$ cat config.mk
export PLATFORM = sky130hd
export DESIGN_NAME = memory_unit
export DESIGN_NICKNAME = d
export VERILOG_FILES = /design/src/rtl/memory_unit.sv
export SDC_FILE = /design/constraint.sdc
export NUM_CORES = 1
export LEC_CHECK = 0
export BUFFER_PORTS_ARGS = -buffer_cell sky130_fd_sc_hd__buf_2
export CAP_MARGIN = 40
export CORE_AREA = 4 4 161 163
export DETAILED_ROUTE_END_ITERATION = 8
export DIE_AREA = 0 0 165 167
export PLACE_DENSITY_LB_ADDON = 0.1
export REMOVE_ABC_BUFFERS = 1
export SYNTH_ARGS = -nofsm -noshare
export SYNTH_HDL_FRONTEND = slang
export SYNTH_SLANG_ARGS = --single-unit
$ cat constraint.sdc
create_clock -name clk_i -period 8.3 [get_ports clk_i]
set_input_delay 0.415 -clock clk_i [delete_from_list [all_inputs] [get_ports clk_i]]
set_output_delay 0.415 -clock clk_i [all_outputs]
set_load 0.01 [all_outputs]
$ cat src/rtl/memory_unit.sv
// Memory pipeline stage: data-memory writes, load extraction, LR/SC reservation, CSR writes, MW_* register.
// Latency: one cycle from EM_* to MW_*; memory writes issue combinationally in the cycle the op is presented.
// Backpressure: DMemWReady_i low on a write raises M_stall_o and holds the request until accepted.
module memory_unit #(
    parameter int RESV_GRAN   = 2,
    parameter bit MISALIGN_WB = 1'b0
) (
    input  logic        clk_i,
    input  logic        reset_i,
    input  logic [31:0] EM_PC_i,
    input  logic        EM_nop_i,
    input  logic        EM_isLoad_i,
    input  logic        EM_isStore_i,
    input  logic        EM_isAMO_i,
    input  logic        EM_isCSR_i,
    input  logic        EM_isCSRWrite_i,
    input  logic [5:0]  EM_rdId_i,
    input  logic [11:0] EM_csrId_i,
    input  logic [2:0]  EM_funct3_i,
    input  logic [6:0]  EM_funct7_i,
    input  logic [31:0] EM_rs2_i,
    input  logic [31:0] EM_Eresult_i,
    input  logic [31:0] EM_addr_i,
    input  logic [31:0] EM_Mdata_i,
    input  logic [31:0] EM_CSRdata_i,
    input  logic        EM_wbEnable_i,
    output logic        DMemWEn_o,
    output logic [31:0] DMemWAddr_o,
    output logic [31:0] DMemWData_o,
    output logic [3:0]  DMemWMask_o,
    input  logic        DMemWReady_i,
    output logic        csrWEn_o,
    output logic [11:0] csrWAddr_o,
    output logic [31:0] csrWData_o,
    output logic        M_stall_o,
    output logic        M_misalign_o,
    output logic [31:0] MW_PC_o,
    output logic        MW_nop_o,
    output logic        MW_wbEnable_o,
    output logic [5:0]  MW_rdId_o,
    output logic [31:0] MW_wbData_o
);

    typedef enum logic {S_IDLE, S_WAIT} state_t;

    state_t                 state_q, state_d;
    logic [31:0]            waddr_q, wdata_q;
    logic [3:0]             wmask_q;
    logic                   sc_pass_q;
    logic                   resv_valid_q;
    logic [31-RESV_GRAN:0]  resv_addr_q;

    logic        valid, is_lr, is_sc, is_amo_rmw, is_plain_store, is_mem;
    logic [1:0]  size;
    logic        misaligned, resv_hit, sc_pass, write_op, retire;
    logic [31:0] req_addr, req_data;
    logic [3:0]  req_mask;
    logic [15:0] lane;
    logic [31:0] load_val, wb_data;
    logic        wb_en;
    logic        unused_aqrl;

    // aq/rl ordering bits carry no meaning for a single in-order memory port
    assign unused_aqrl = ^EM_funct7_i[1:0];

    // Decode: atomics are selected by funct7[6:2] (00010 = LR, 00011 = SC, else read-modify-write)
    assign valid          = !EM_nop_i;
    assign is_lr          = EM_isAMO_i && (EM_funct7_i[6:2] == 5'b00010);
    assign is_sc          = EM_isAMO_i && (EM_funct7_i[6:2] == 5'b00011);
    assign is_amo_rmw     = EM_isAMO_i && !is_lr && !is_sc;
    assign is_plain_store = EM_isStore_i && !EM_isAMO_i;
    assign is_mem         = EM_isLoad_i || EM_isStore_i || EM_isAMO_i;
    assign size           = EM_isAMO_i ? 2'b10 : EM_funct3_i[1:0];
    assign misaligned     = valid && is_mem &&
                            (((size == 2'b01) && EM_addr_i[0]) ||
                             ((size == 2'b10) && (EM_addr_i[1:0] != 2'b00)));

    // SC outcome is frozen when the request is latched so a held SC cannot change result mid-wait
    assign resv_hit = resv_valid_q && (EM_addr_i[31:RESV_GRAN] == resv_addr_q);
    assign sc_pass  = (state_q == S_WAIT) ? sc_pass_q : resv_hit;
    assign write_op = valid && !misaligned && (is_plain_store || is_amo_rmw || (is_sc && sc_pass));

    // Byte-lane alignment of the write request
    always_comb begin
        req_addr = {EM_addr_i[31:2], 2'b00};
        req_mask = 4'hF;
        req_data = is_sc ? EM_rs2_i : EM_Eresult_i;
        if (is_plain_store) begin
            case (EM_funct3_i[1:0])
                2'b00: begin
                    req_mask = 4'b0001 << EM_addr_i[1:0];
                    req_data = {4{EM_rs2_i[7:0]}};
                end
                2'b01: begin
                    req_mask = 4'b0011 << EM_addr_i[1:0];
                    req_data = {2{EM_rs2_i[15:0]}};
                end
                default: begin
                    req_mask = 4'hF;
                    req_data = EM_rs2_i;
                end
            endcase
        end
    end

    // Handshake FSM next state and memory-side outputs; outputs forced low while reset is held
    always_comb begin
        state_d     = state_q;
        DMemWEn_o   = 1'b0;
        DMemWAddr_o = 32'h0;
        DMemWData_o = 32'h0;
        DMemWMask_o = 4'h0;
        M_stall_o   = 1'b0;
        if (!reset_i) begin
            case (state_q)
                S_IDLE: begin
                    if (write_op) begin
                        DMemWEn_o   = 1'b1;
                        DMemWAddr_o = req_addr;
                        DMemWData_o = req_data;
                        DMemWMask_o = req_mask;
                        M_stall_o   = !DMemWReady_i;
                        if (!DMemWReady_i) state_d = S_WAIT;
                    end
                end
                S_WAIT: begin
                    DMemWEn_o   = 1'b1;
                    DMemWAddr_o = waddr_q;
                    DMemWData_o = wdata_q;
                    DMemWMask_o = wmask_q;
                    M_stall_o   = !DMemWReady_i;
                    if (DMemWReady_i) state_d = S_IDLE;
                end
                default: state_d = S_IDLE;
            endcase
        end
    end

    assign retire       = valid && !M_stall_o && !reset_i;
    assign csrWEn_o     = retire && EM_isCSRWrite_i;
    assign csrWAddr_o   = csrWEn_o ? EM_csrId_i : 12'h0;
    assign csrWData_o   = csrWEn_o ? EM_Eresult_i : 32'h0;
    assign M_misalign_o = retire && misaligned;

    // Load lane extraction and writeback data selection
    always_comb begin
        lane = 16'(EM_Mdata_i >> {EM_addr_i[1:0], 3'b000});
        case (EM_funct3_i)
            3'b000:  load_val = {{24{lane[7]}}, lane[7:0]};
            3'b001:  load_val = {{16{lane[15]}}, lane[15:0]};
            3'b100:  load_val = {24'h0, lane[7:0]};
            3'b101:  load_val = {16'h0, lane[15:0]};
            default: load_val = EM_Mdata_i;
        endcase
        if (misaligned)       wb_data = 32'h0;
        else if (EM_isCSR_i)  wb_data = EM_CSRdata_i;
        else if (is_sc)       wb_data = {31'h0, !sc_pass};
        else if (EM_isAMO_i)  wb_data = EM_Mdata_i;
        else if (EM_isLoad_i) wb_data = load_val;
        else                  wb_data = EM_Eresult_i;
        wb_en = EM_wbEnable_i && valid && (EM_rdId_i != 6'd0) && !(misaligned && !MISALIGN_WB);
    end

    // FSM state and latched write request
    always_ff @(posedge clk_i or posedge reset_i) begin
        if (reset_i) begin
            state_q   <= S_IDLE;
            waddr_q   <= 32'h0;
            wdata_q   <= 32'h0;
            wmask_q   <= 4'h0;
            sc_pass_q <= 1'b0;
        end else begin
            state_q <= state_d;
            if ((state_q == S_IDLE) && write_op && !DMemWReady_i) begin
                waddr_q   <= req_addr;
                wdata_q   <= req_data;
                wmask_q   <= req_mask;
                sc_pass_q <= resv_hit;
            end
        end
    end

    // LR/SC reservation: set by LR, cleared by any SC or a retiring write to the reserved granule
    always_ff @(posedge clk_i or posedge reset_i) begin
        if (reset_i) begin
            resv_valid_q <= 1'b0;
            resv_addr_q  <= '0;
        end else if (retire && !misaligned) begin
            if (is_lr) begin
                resv_valid_q <= 1'b1;
                resv_addr_q  <= EM_addr_i[31:RESV_GRAN];
            end else if (is_sc || ((is_plain_store || is_amo_rmw) && resv_hit)) begin
                resv_valid_q <= 1'b0;
            end
        end
    end

    // MW_* writeback register; a bubble is inserted while the stage is stalled
    always_ff @(posedge clk_i or posedge reset_i) begin
        if (reset_i) begin
            MW_PC_o       <= 32'h0;
            MW_nop_o      <= 1'b1;
            MW_wbEnable_o <= 1'b0;
            MW_rdId_o     <= 6'h0;
            MW_wbData_o   <= 32'h0;
        end else if (M_stall_o) begin
            MW_nop_o      <= 1'b1;
            MW_wbEnable_o <= 1'b0;
        end else begin
            MW_PC_o       <= EM_PC_i;
            MW_nop_o      <= EM_nop_i;
            MW_wbEnable_o <= wb_en;
            MW_rdId_o     <= EM_rdId_i;
            MW_wbData_o   <= wb_data;
        end
    end

endmodule

Yosys cells after proc, flatten, opt, wreduce, memory -nomap -nowiden
Index checks and enable logic that the tools add are counted.

Word-level logic and storage cells: 108. Flip-flop bits (word level): 171. Output and inout port bits: 188.

Bitwise operators: 1. Multiplexer cells: 37. Reductions and logical operators: 46. Eq/ne operators: 9. Shifts and indexed selects: 3.

Operator list (number): 32-bit two-way mux (12); 32-bit one-hot mux with 2 select lines (3); 32-bit one-hot mux with 4 select lines (1); 32-bit by 5-bit right shift with 16-bit output (1); 30-bit == test (1); 1-bit logical AND (24); 4-bit one-hot mux with 2 select lines (2); 12-bit two-way mux (1); 4-bit two-way mux (3); 1-bit two-way mux (11); 5-bit by 2-bit == test with 1-bit output, second input constant (2); 1-bit zero test (9); 3-bit == test, second input constant (2); 1-bit logical OR (6); 1-bit one-hot mux with 2 select lines (3); 6-bit nonzero test (1); 2-bit by 1-bit == test with 1-bit output, second input constant (2); 2-bit AND reduction (2); 2-bit nonzero test (2); 1-bit by 2-bit left shift with 4-bit output, first input constant (1); 2-bit by 2-bit left shift with 4-bit output, first input constant (1); 3-bit by 1-bit == test with 1-bit output, second input constant (1); 3-bit zero test (1); 2-bit == test, second input constant (1); other kinds (3) (3).

Depth between registers and ports, before layout
Gate-level depths: netlist of the first run.

Depth after elaboration: 16. Depth in mapped cells: 11. Gate-level depth less buffers: 7.

Worst setup path before layout of the first run
Ideal clock, no wire load.

Kind: input-to-reg. Start: input port reset_i. End: register state_q. Setup slack: 3.829 ns. Cell stages on the path: 2. Path buffers: 0. Data arrival time: 4.143 ns. Cell sequence: inv_1 -> o21ai_0.

RTL lines: from (decl) (line 9) `input logic reset_i,`; to (signal assigned) (line 173) `state_q <= state_d;`; to (decl) (line 46) `state_t state_q, state_d;`.

No word-level cell between the ends.

Worst setup path after layout of the first run
Start: input port EM_funct3_i[0]. End: output port M_stall_o.

Longest elaborated chain between the ends: 11. Elaborated cells between the ends (all ways): 13. Classes of those cells: eq/ne (2); mux (4); reduce/logical (7).

RTL lines: from (decl) (line 19) `input logic [2:0] EM_funct3_i,`; 2-bit two-way mux (*) (line 73) `assign size = EM_isAMO_i ? 2'b10 : EM_funct3_i[1:0];`; 2-bit by 1-bit == test with 1-bit output / 2-bit == test (equally long branches) (line 75, 76); 1-bit logical AND (on tied branches) (line 75, 76); 1-bit logical OR (*) (line 75) `(((size == 2'b01) && EM_addr_i[0]) ||`; 1-bit logical AND (*) (line 74) `assign misaligned = valid && is_mem &&`; 1-bit zero test (*) (line 81) `assign write_op = valid && !misaligned && (is_plain_store || is_amo_rmw || (is_sc && sc_pass));`; 1-bit logical AND (*) (2 in a row) (line 81); 1-bit two-way mux (*) (line 117) `if (write_op) begin`; 1-bit one-hot mux with 2 select lines (*) (line 115) `case (state_q)`; 1-bit two-way mux (*) (line 114) `if (!reset_i) begin`; to (decl) (line 35) `output logic M_stall_o,`.

Every way passes the cells marked *; elsewhere a longest branch is shown, timed or not.

==> results of run 1 <==
==> registers in the layout, indices dropped and copies added, names as in the netlist, 4 cells and up <==
register	count
wdata_q	32
wmask_q	4
resv_addr_q	30
waddr_q	30
MW_rdId_o	6
MW_PC_o	32
MW_wbData_o	32
==> stage by stage <==
stage	instances	utilization (%)	hold WS (ns)	total power, W
4_1_cts	1657	53.8	0.0401	0.00260
6_report	1661	53.8	0.0327	0.00258
3_3_place_gp	1618	50.9	0.468	0.00176
3_5_place_dp	1625	51.4	0.468	0.00178
2_1_floorplan	868	-	0.479	0.00148
5_1_grt	1661	53.8	0.0548	0.00270
==> logic make-up after synthesis <==
logic type      Yosys count  share of synthesized area (%)
compound gates          279                           19.0
xor+xnor                 29                           2.50
buf+inv                  85                           4.30
flops                   171                           42.2
mux                     175                           20.5
other cells               1                         0.0369
simple gates            201                           11.5
==> routing by layer <==
metal	GRT usage (%)	share of wire (%)	vias up
li1	-	-	4280
met1	33.3	40	4547
met2	45.4	51	365
met3	5.31	6.7	56
met4	8.82	2.7	2
met5	0	0.034	-
==> final cells by class <==
| type | instances | area (um2) | area share, % |
|---|---|---|---|
| multi-input cells | 686 | 5470 | 41.8 |
| flip-flops and latches | 171 | 4280 | 32.7 |
| repair buffers | 433 | 2280 | 17.5 |
| clock buffers | 18 | 439 | 3.35 |
| well taps | 324 | 405 | 3.10 |
| clock inverters | 14 | 153 | 1.17 |
| inverters | 11 | 48.8 | 0.373 |
| diodes | 4 | 10.0 | 0.0765 |
==> worst max-delay path by stage <==
stage                            to  cells past startpoint                       start  slack (ns)
global placement    DMemWData_o[31]                      9              EM_funct3_i[0]        4.22
CTS                       M_stall_o                      7  resv_addr_q[0]$_DFFE_PP0P_        4.45
finish                    M_stall_o                      9              EM_funct3_i[0]        4.47
detailed placement        M_stall_o                      9              EM_funct3_i[0]        4.49
floorplan            DMemWMask_o[2]                      5              EM_funct3_i[1]        2.50
global route           M_misalign_o                     10              EM_funct3_i[0]        4.26
==> layout by cell type (no fill, tap or decap), types with 11 or more instances in the layout <==
cell type and count:
o22ai_1 35, clkbuf_16 17, a22o_1 75, and2_1 46
nand2_1 22, buf_4 14, nand2b_1 22, o2bb2ai_1 16
o21ai_0 31, mux2_4 30, buf_2 413, a21oi_1 83
mux2i_1 11, xnor2_1 20, nor2_1 46, mux2_1 43
mux2_2 90, dfrtp_1 170
==> where the power goes <==
part	internal [W]	leakage, nW	switching (W)
clock network	0.000411	0.283	0.000401
logic	0.000343	4.07	0.000344
registers	0.000994	2.09	0.0000834
==> results.sh, run 1 <==
export IMPL_ir_worst_vdd_uv=125
export IMPL_drtAntennaViolNets=0
export IMPL_io_pins=418
export IMPL_io_buffers=413
export IMPL_clkSlewWorstSetupHoldPaths_ns=0.08
export IMPL_async_flop_share_pct=100
export IMPL_dieWidth_um=165
export IMPL_r2r_slack_ns=5.09
export IMPL_cts_setup_buffers=0
export IMPL_crit_family="buffers and inverters"
export IMPL_dp_hpwl_um=28300
export IMPL_yosysMostFrequentCell="dfrtp_1"
export IMPL_skew_ns=0.0171
export IMPL_setup_slack_ns=4.47
export IMPL_synth_area_top_cells="dfrtp_1 42%, mux2_2 10%, a22o_1 6.5%, mux2_1 4.8%, mux2_4 4.4%"
export IMPL_grt_max_degree=72
export IMPL_cp_slowest_stage_delay_ns=0.64
export IMPL_drc=0
export IMPL_clockRootBuffer="clkbuf_16"
export IMPL_max_clock_freq_mhz=261
export IMPL_ys_types=67
export IMPL_clock_sinks=171
export IMPL_crit_path_cell_trace="buf_2 -> nand2b_1 -> a311oi_2 -> buf_4 -> nor4_1 -> and4_1 -> nor2_8 -> inv_4 -> buf_2"
export IMPL_dpl_worst_slack_ns=4.49
export IMPL_grt_pass1_wl_um=55700
export IMPL_hold_buffers=0
export IMPL_tritoncts_num_buffers=17
export IMPL_synth_ff_type="dfrtp_1"
export IMPL_cellPowerDensity_nw_per_um2=197
export IMPL_worst_path_max_delay_cell="inv_4"
export IMPL_core_area_um2=24300
export IMPL_wl_per_cell_um=22.8
export IMPL_leakage_nw=6.44
export IMPL_final_period_utilization_pct=46.1
export IMPL_final_cell_area_um2=13100
export IMPL_overflow=0
export IMPL_rsz0062_at_grt="no"
export IMPL_grt_pass1_vias=9027
export IMPL_relSlewSlack_pct=43.2
export IMPL_finalHoldViolCount=0
export IMPL_tightest_slew_ns=0.852
export IMPL_htree_levels=4
export IMPL_clockBufferDepth=2
export IMPL_dieArea_um2=27600
export IMPL_worstPathRequired_ns=7.89
export IMPL_routed_via_count=9250
export IMPL_r2r_cells=7
export IMPL_firstDrtPassIters=6
export IMPL_synth_top_area_cell="dfrtp_1"
export IMPL_fin_crit_ns=3.83
export IMPL_cts_tree="built"
export IMPL_ys_ff_latch=171
export IMPL_start_kind="primary input"
export IMPL_cp_max_fo=59
export IMPL_track_usage_pct=26.5
export IMPL_viasPerCell=5.57
export IMPL_placementRows=57
export IMPL_synth_commonest_cells="170 x dfrtp_1, 90 x mux2_2, 83 x a21oi_1, 75 x a22o_1, 47 x nor2_1"
export IMPL_yosysWarnings=0
export IMPL_setup_violations=0
export IMPL_antenna_found_initial=5
export IMPL_globalplace_congestion=0.835
export IMPL_synth_cells=941
export IMPL_outcome="complete, no violations"
export IMPL_fin_nets=1550
export IMPL_yosysSeqAreaShare_pct=42.2
export IMPL_initial_utilization_pct=41.7
export IMPL_wl_um=37900
export IMPL_timing_max_cap_violations=0
export IMPL_cts_resized=0
export IMPL_drive_gt1_share_pct=45.7
export IMPL_crit_top_cell="buf_2"
export IMPL_synth_edf_count=0
export IMPL_cp_num_buf_inv=4
export IMPL_first_iter_violations=689
export IMPL_worstHoldPathType="primary input to async pin"
export IMPL_dpl_cell_area_um2=12500
export IMPL_reg2reg_to="MW_PC_o[18]$_DFFE_PP0N_"
export IMPL_slew_viol_final=0
export IMPL_insertion_delay_ns=0.44
export IMPL_crit_type="primary input to output port"
export IMPL_syn_cell_area_um2=10100
export IMPL_crit_path_end_kind="output port"
export IMPL_layout_area_overhead_vs_synth_pct=29.0
export IMPL_synth_top_area_share_pct=41.9
export IMPL_chipHeight_um=167
export IMPL_fillers=2273
export IMPL_synth_avg_cell_area_um2=10.8
export IMPL_crit_arrival_ns=3.41
export IMPL_tns_ns=0
export IMPL_r2r_start="resv_addr_q[0]$_DFFE_PP0P_"
(Power assumes the default switching activity.)
==> run 2, diff against run 1 <==
--- a/config.mk
+++ b/config.mk
@@ -5,11 +5,12 @@
 export SDC_FILE = /design/constraint.sdc
 export NUM_CORES = 1
 export LEC_CHECK = 0
+export ABC_AREA = 1
 export BUFFER_PORTS_ARGS = -buffer_cell sky130_fd_sc_hd__buf_2
 export CAP_MARGIN = 40
-export CORE_AREA = 4 4 161 163
+export CORE_AREA = 4 4 159 161
 export DETAILED_ROUTE_END_ITERATION = 8
-export DIE_AREA = 0 0 165 167
+export DIE_AREA = 0 0 163 165
 export PLACE_DENSITY_LB_ADDON = 0.1
 export REMOVE_ABC_BUFFERS = 1
 export SYNTH_ARGS = -nofsm -noshare
==> constraint.sdc (replaced) <==
create_clock -name clk_i -period 3.7 [get_ports clk_i]
set_input_delay 0.185 -clock clk_i [delete_from_list [all_inputs] [get_ports clk_i]]
set_output_delay 0.185 -clock clk_i [all_outputs]
set_load 0.01 [all_outputs]
==> results.sh, run 2 <==
export IMPL_globalplace_congestion=0.930
export IMPL_skew_ns=0.0191
export IMPL_synth_area_top_cells="dfrtp_1 38%, nand2_1 22%, a21oi_1 7.5%, o21ai_0 5.3%, inv_1 5.1%"
export IMPL_yosysSeqAreaShare_pct=37.9
export IMPL_tightest_slew_ns=0.787
export IMPL_async_flop_share_pct=100
export IMPL_dieArea_um2=26900
export IMPL_synth_commonest_cells="661 x nand2_1, 170 x a21oi_1, 170 x dfrtp_1, 155 x inv_1, 119 x o21ai_0"
export IMPL_first_iter_violations=1313
export IMPL_drive_gt1_share_pct=25.9
export IMPL_synth_mux_area_fraction_pct=0.0885
export IMPL_synth_avg_cell_area_um2=6.57
export IMPL_grt_pass1_vias=12000
export IMPL_synth_compound_area_share_pct=19.5
export IMPL_io_pins=418
export IMPL_leakage_nw=7.91
export IMPL_grt_pass1_wl_um=68700
export IMPL_fin_cells=2452
export IMPL_power_frac_comb_pct=26.5
export IMPL_crit_start="resv_addr_q[20]$_DFFE_PP0P_"
export IMPL_min_path_cells=3
export IMPL_wl_um=45100
export IMPL_worstPathRequired_ns=3.51
export IMPL_cts_setup_buffers=0
export IMPL_setup_violations=0
export IMPL_clockRootBuffer="clkbuf_16"
export IMPL_grt_max_degree=103
export IMPL_initial_utilization_pct=47.2
export IMPL_crit_type="flop to output port"
export IMPL_viasPerCell=5.32
export IMPL_drtAntennaViolNets=0
export IMPL_synth_cells=1720
export IMPL_synth_fa_ha_area_share_pct=0
export IMPL_relSlewSlack_pct=47.4
export IMPL_drc=0
export IMPL_final_period_utilization_pct=91.5
export IMPL_chipHeight_um=165
export IMPL_crit_path_end_kind="output port"
export IMPL_routed_via_count=13000
export IMPL_cellPowerDensity_nw_per_um2=398
export IMPL_synth_top_area_cell="dfrtp_1"
export IMPL_tritoncts_num_buffers=17
export IMPL_synth_ff_type="dfrtp_1"
export IMPL_switchingPower_w=0.00207
export IMPL_final_cell_mix="661 x nand2_1, 413 x buf_2, 170 x a21oi_1"
export IMPL_seq_area_um2=4280
export IMPL_yosysWarnings=0
export IMPL_layout_area_overhead_vs_synth_pct=28.3
export IMPL_antenna_found_initial=14
export IMPL_timing_max_cap_violations=0
export IMPL_reg_largest_list="MW_PC_o (32), MW_wbData_o (32), wdata_q (32)"
export IMPL_placementRows=57
export IMPL_fin_nets=2339
export IMPL_syn_cell_area_um2=11300
export IMPL_synth_simple_area_share_pct=31.2
export IMPL_io_buffers=413
export IMPL_ir_worst_vdd_uv=301
export IMPL_ys_ff_latch=171
export IMPL_wl_per_cell_um=18.4
export IMPL_insertion_delay_ns=0.44
export IMPL_clock_sinks=171
export IMPL_final_common_cell="nand2_1"
export IMPL_r2r_cells=18
export IMPL_yosysMostFrequentCell="nand2_1"
export IMPL_dp_cells=2373
export IMPL_dp_hpwl_um=32400
export IMPL_power_share_clock_pct=32.5
export IMPL_dieWidth_um=163
export IMPL_cp_max_fo=45
export IMPL_cts_tree="built"
export IMPL_p_total_w=0.00577
export IMPL_ys_types=45
export IMPL_outcome="complete, no violations"
export IMPL_rsz0062_at_grt="no"
export IMPL_clockBufferDepth=2
export IMPL_swShare_pct=36.0
export IMPL_worstHoldPathType="primary input to flop"
export IMPL_core_area_um2=24000
export IMPL_fin_crit_ns=3.39
export IMPL_hold_buffers=41
export IMPL_setup_worst_path_end="csrWEn_o"
export IMPL_max_clock_freq_mhz=295
export IMPL_multi_input_area_um2=5820
export IMPL_synth_top_family_by_area="simple AND/OR/NAND/NOR gates"
export IMPL_overflow=0
export IMPL_track_usage_pct=32.6
export IMPL_slew_viol_final=0
export IMPL_synth_top_area_share_pct=37.6
export IMPL_seqPwrFrac_pct=41.0
export IMPL_fillers=2356
export IMPL_r2r_slack_ns=0.94
export IMPL_synth_edf_count=0
export IMPL_synth_xor_area_share_pct=0.542
export IMPL_clkSlewWorstSetupHoldPaths_ns=0.08
export IMPL_crit_arrival_ns=3.20
export IMPL_start_kind="flop"
export IMPL_reg2reg_to="MW_PC_o[12]$_DFFE_PP0N_"
export IMPL_htree_levels=4
export IMPL_finalHoldViolCount=0
export IMPL_hold_slack_ns=0.0154
export IMPL_r2r_start="resv_addr_q[20]$_DFFE_PP0P_"
export IMPL_firstDrtPassIters=5
export IMPL_cts_resized=0
export IMPL_power_internal_w=0.00370
run 2: cell count changes after synthesis, moves of 29 or more:
cell | previous run | this run
nor2_2 | 0 | 42
a21oi_1 | 83 | 170
o22ai_1 | 35 | 5
mux2_2 | 90 | 0
a22o_1 | 75 | 0
o21ai_0 | 31 | 119
mux2_1 | 43 | 0
nand3_1 | 6 | 76
inv_1 | 9 | 155
and2_1 | 46 | 1
mux2_4 | 30 | 0
nand2_1 | 22 | 661
o21bai_1 | 2 | 31
run 2: metal layers:
layer	track usage [%]	vias to the layer above	part of all wire, %
li1	-	6261	-
met5	0	-	0.19
met4	9.84	14	2.6
met1	44.4	6032	41
met3	7.64	85	10
met2	51.8	649	46
run 2: layout make-up:
type / instances / area share (%)
clock inverters: 14 / 1.17
inverters: 171 / 4.49
well taps: 324 / 2.79
multi-input cells: 1266 / 40.1
repair buffers: 482 / 18.8
flip-flops and latches: 171 / 29.5
clock buffers: 18 / 3.03
diodes: 6 / 0.103
run 2: per-stage QoR:
stage / cell area, um2 / setup slack (ns) / setup TNS [ns] / utilization [%]
after global routing: 14500 / 0.0556 / 0 / 60.5
final: 14500 / 0.315 / 0 / 60.5
after detailed placement: 13500 / 0.693 / 0 / 56.2
after floorplan: 10700 / -3.87 / -786.87 / -
after CTS: 14500 / 0.348 / 0 / 60.5
after global placement: 13400 / 0.702 / 0 / 56.0
run 2: cells by family (layout without fill, tap and decap cells):
| kind of cell | Yosys count | in the layout |
|---|---|---|
| other | 1 | 8 |
| AO/OA/AOI/OAI | 397 | 397 |
| AND/OR/NAND/NOR | 859 | 859 |
| XOR/XNOR | 7 | 7 |
| multiplexers | 1 | 1 |
| flip-flops | 171 | 171 |
| buffers and inverters | 284 | 685 |
run 2: worst min path at each step:
stage	from	slack [ns]	end
finish	EM_addr_i[6]	0.02	waddr_q[6]$_DFFE_PP0P_
CTS	EM_addr_i[16]	0.002	waddr_q[16]$_DFFE_PP0P_
global route	EM_addr_i[6]	0.01	waddr_q[6]$_DFFE_PP0P_
floorplan	EM_addr_i[10]	0.30	waddr_q[10]$_DFFE_PP0P_
detailed placement	reset_i	0.24	waddr_q[22]$_DFFE_PP0P_
global placement	reset_i	0.24	waddr_q[24]$_DFFE_PP0P_
run 2: critical path, stage by stage, from the launching register on:
cell and delay, ns:
dfrtp_1 0.39, inv_1 0.07, nand2_1 0.05, nand2_1 0.06
nand2_1 0.05, nor2_1 0.23, nand2_1 0.08, nor2_1 0.16
nand2_1 0.09, nand2_1 0.06, nand2_1 0.09, nand2_1 0.08
nand2_2 0.07, nand2_1 0.07, nand3_2 0.17, nand4_4 0.12
buf_4 0.59, inv_1 0.10, buf_2 0.17
run 2: power by group through the flow:
stage          clock network (W)  logic (W)  registers, W
2_1_floorplan                  0   0.000791       0.00241
3_3_place_gp                   0    0.00145       0.00238
3_5_place_dp                   0    0.00148       0.00239
4_1_cts                  0.00190    0.00152       0.00236
5_1_grt                  0.00197    0.00171       0.00240
6_report                 0.00188    0.00153       0.00237
==> run 3, diff against run 2 <==
==> constraint.sdc (replaced) <==
create_clock -name clk_i -period 3.5 [get_ports clk_i]
set_input_delay 0.175 -clock clk_i [delete_from_list [all_inputs] [get_ports clk_i]]
set_output_delay 0.175 -clock clk_i [all_outputs]
set_load 0.01 [all_outputs]
==> results.sh, run 3 (synthesized netlist as in run 2, its figures left out) <==
export IMPL_dieWidth_um=163
export IMPL_slew_viol_final=0
export IMPL_clockBufferDepth=2
export IMPL_layout_area_overhead_vs_synth_pct=29.1
export IMPL_max_clock_freq_mhz=308
export IMPL_outcome="complete, no violations"
export IMPL_fin_crit_ns=3.24
export IMPL_wl_per_cell_um=18.4
export IMPL_fillers=2400
export IMPL_dp_cells=2375
export IMPL_initial_utilization_pct=47.2
export IMPL_crit_type="primary input to output port"
export IMPL_crit_top_cell="nand2_1"
export IMPL_start_kind="primary input"
export IMPL_fin_nets=2348
export IMPL_drive_gt1_share_pct=26.0
export IMPL_timing_max_cap_violations=0
export IMPL_seqPwrFrac_pct=41.2
export IMPL_viasPerCell=5.32
export IMPL_setup_violations=0
export IMPL_swShare_pct=35.8
export IMPL_overflow=0
export IMPL_track_usage_pct=32.4
export IMPL_wl_um=45200
export IMPL_insertion_delay_ns=0.45
export IMPL_cts_tree="built"
export IMPL_r2r_start="resv_addr_q[20]$_DFFE_PP0P_"
export IMPL_clkSlewWorstSetupHoldPaths_ns=0.08
export IMPL_dpl_worst_slack_ns=0.629
export IMPL_switchingPower_w=0.00217
export IMPL_htree_levels=4
export IMPL_chipHeight_um=165
export IMPL_io_pins=418
export IMPL_skew_ns=0.0228
export IMPL_power_frac_comb_pct=26.9
export IMPL_clock_sinks=171
export IMPL_final_period_utilization_pct=92.7
export IMPL_clockRootBuffer="clkbuf_16"
export IMPL_tightest_slew_ns=0.824
export IMPL_drc=0
export IMPL_ir_worst_vdd_uv=281
export IMPL_rsz0062_at_grt="yes"
export IMPL_grt_max_degree=103
export IMPL_crit_start="EM_addr_i[19]"
export IMPL_worstHoldPathType="primary input to flop"
export IMPL_tritoncts_num_buffers=17
export IMPL_cp_max_fo=23
export IMPL_io_buffers=413
export IMPL_relSlewSlack_pct=45.0
export IMPL_globalplace_congestion=0.930
export IMPL_worstPathRequired_ns=3.32
export IMPL_setup_slack_ns=0.256
export IMPL_routed_via_count=13100
export IMPL_placementRows=57
export IMPL_first_iter_violations=1268
export IMPL_reg_largest_list="MW_PC_o (32), MW_wbData_o (32), wdata_q (32)"
export IMPL_grt_pass1_vias=12000
export IMPL_cp_slowest_stage_delay_ns=0.52
export IMPL_power_share_clock_pct=31.9
export IMPL_dp_hpwl_um=32300
export IMPL_cellPowerDensity_nw_per_um2=416
export IMPL_crit_path_end_kind="output port"
export IMPL_leakage_nw=7.94
export IMPL_dieArea_um2=26900
export IMPL_final_common_cell="nand2_1"
export IMPL_antenna_found_initial=14
export IMPL_firstDrtPassIters=6
export IMPL_final_cell_mix="661 x nand2_1, 413 x buf_2, 169 x dfrtp_1"
export IMPL_hold_path_startpoint="EM_addr_i[5]"
export IMPL_core_area_um2=24000
export IMPL_worst_path_max_delay_cell="dlygate4sd3_1"
export IMPL_finalHoldViolCount=0
export IMPL_crit_arrival_ns=3.07
export IMPL_fin_cells=2461
export IMPL_drtAntennaViolNets=0
export IMPL_crit_family="buffers and inverters"
export IMPL_power_internal_w=0.00390
export IMPL_cp_num_buf_inv=8
export IMPL_crit_path_cell_trace="dlygate4sd3_1 -> buf_2 -> inv_2 -> nand2_1 -> nand2_1 -> inv_1 -> nand2_1 -> nor2_1 -> nand2_1 -> nor2_1 -> nand2_1 -> nand2_1 -> nand2_1 -> nand2_1 -> nand2_2 -> inv_2 -> nand2_4 -> clkinv_1 -> buf_6 -> nand2_1 -> a21oi_1 -> buf_2"
export IMPL_grt_pass1_wl_um=68400
==> run 3: area by class of cell <==
class | count | area (um2) | share of cell area (%)
antenna | 6 | 15.0 | 0.103
clock buffer | 18 | 439 | 3.01
clock inverter | 14 | 145 | 0.994
inverter | 171 | 652 | 4.47
multi-input combinational | 1266 | 5820 | 39.9
sequential | 171 | 4280 | 29.3
tap | 324 | 405 | 2.78
timing repair buffer | 491 | 2830 | 19.4
==> run 3: power groups by stage <==
stage               logic [W]  clock network [W]  registers, W
floorplan            0.000836                  0       0.00255
global placement      0.00154                  0       0.00252
detailed placement    0.00158                  0       0.00252
CTS                   0.00162            0.00197       0.00249
global route          0.00182            0.00205       0.00254
finish                0.00163            0.00194       0.00250
==> run 3: worst paths after layout <==
kind	to	slack (ns)	cells past startpoint
worst max-delay path	DMemWMask_o[2]	0.26	22
worst min-delay path	waddr_q[5]$_DFFE_PP0P_	0.02	3
worst max register to register	MW_PC_o[3]$_DFFE_PP0N_	0.69	19
worst min register to register	MW_PC_o[11]$_DFFE_PP0N_	0.47	2
max in group asynchronous	state_q$_DFFE_PP0N_	2.11	4
min in group asynchronous	waddr_q[22]$_DFFE_PP0P_	0.31	3
==> run 3: metal layers <==
metal	wire length (um)	global-route usage, %	share of wire, %
met5	116	0	0.26
met4	1250	10.2	2.8
met3	4120	7.74	9.1
met1	18700	43.9	41
met2	21000	51.7	46
==> run 3: what timing repair did <==
action                                  in CTS  in global routing
hold endpoints to repair                   107                  0
hold buffers                                48                  0
endpoints found under the setup margin       0                 52
buffers inserted                             0                  0
gates resized for setup                      0                  4
==> run 3: metrics by stage <==
stage	cell area (um2)	hold WS, ns	total power, W	setup TNS, ns	util (%)
5_1_grt	14600	0.0107	0.00641	-0.0719	60.9
4_1_cts	14600	0.0000415	0.00609	0	60.8
3_5_place_dp	13500	0.257	0.00410	0	56.3
2_1_floorplan	10700	0.292	0.00339	-849.07	-
6_report	14600	0.0161	0.00607	0	60.9
3_3_place_gp	13400	0.251	0.00406	0	56.1
==> run 3: worst reg2reg max path: stages (launching register included) <==
cell     delay (ns)
dfrtp_1        0.39
inv_1          0.07
nand2_1        0.05
nand2_1        0.06
nand2_1        0.05
nor2_1         0.21
nand2_1        0.08
nor2_1         0.15
nand2_1        0.08
nand2_1        0.06
nand2_1        0.09
nand2_1        0.08
nand2_2        0.07
nand2_1        0.07
nand3_2        0.17
inv_2          0.27
buf_12         0.25
buf_4          0.33
nand2_1        0.13
nand2_1        0.08
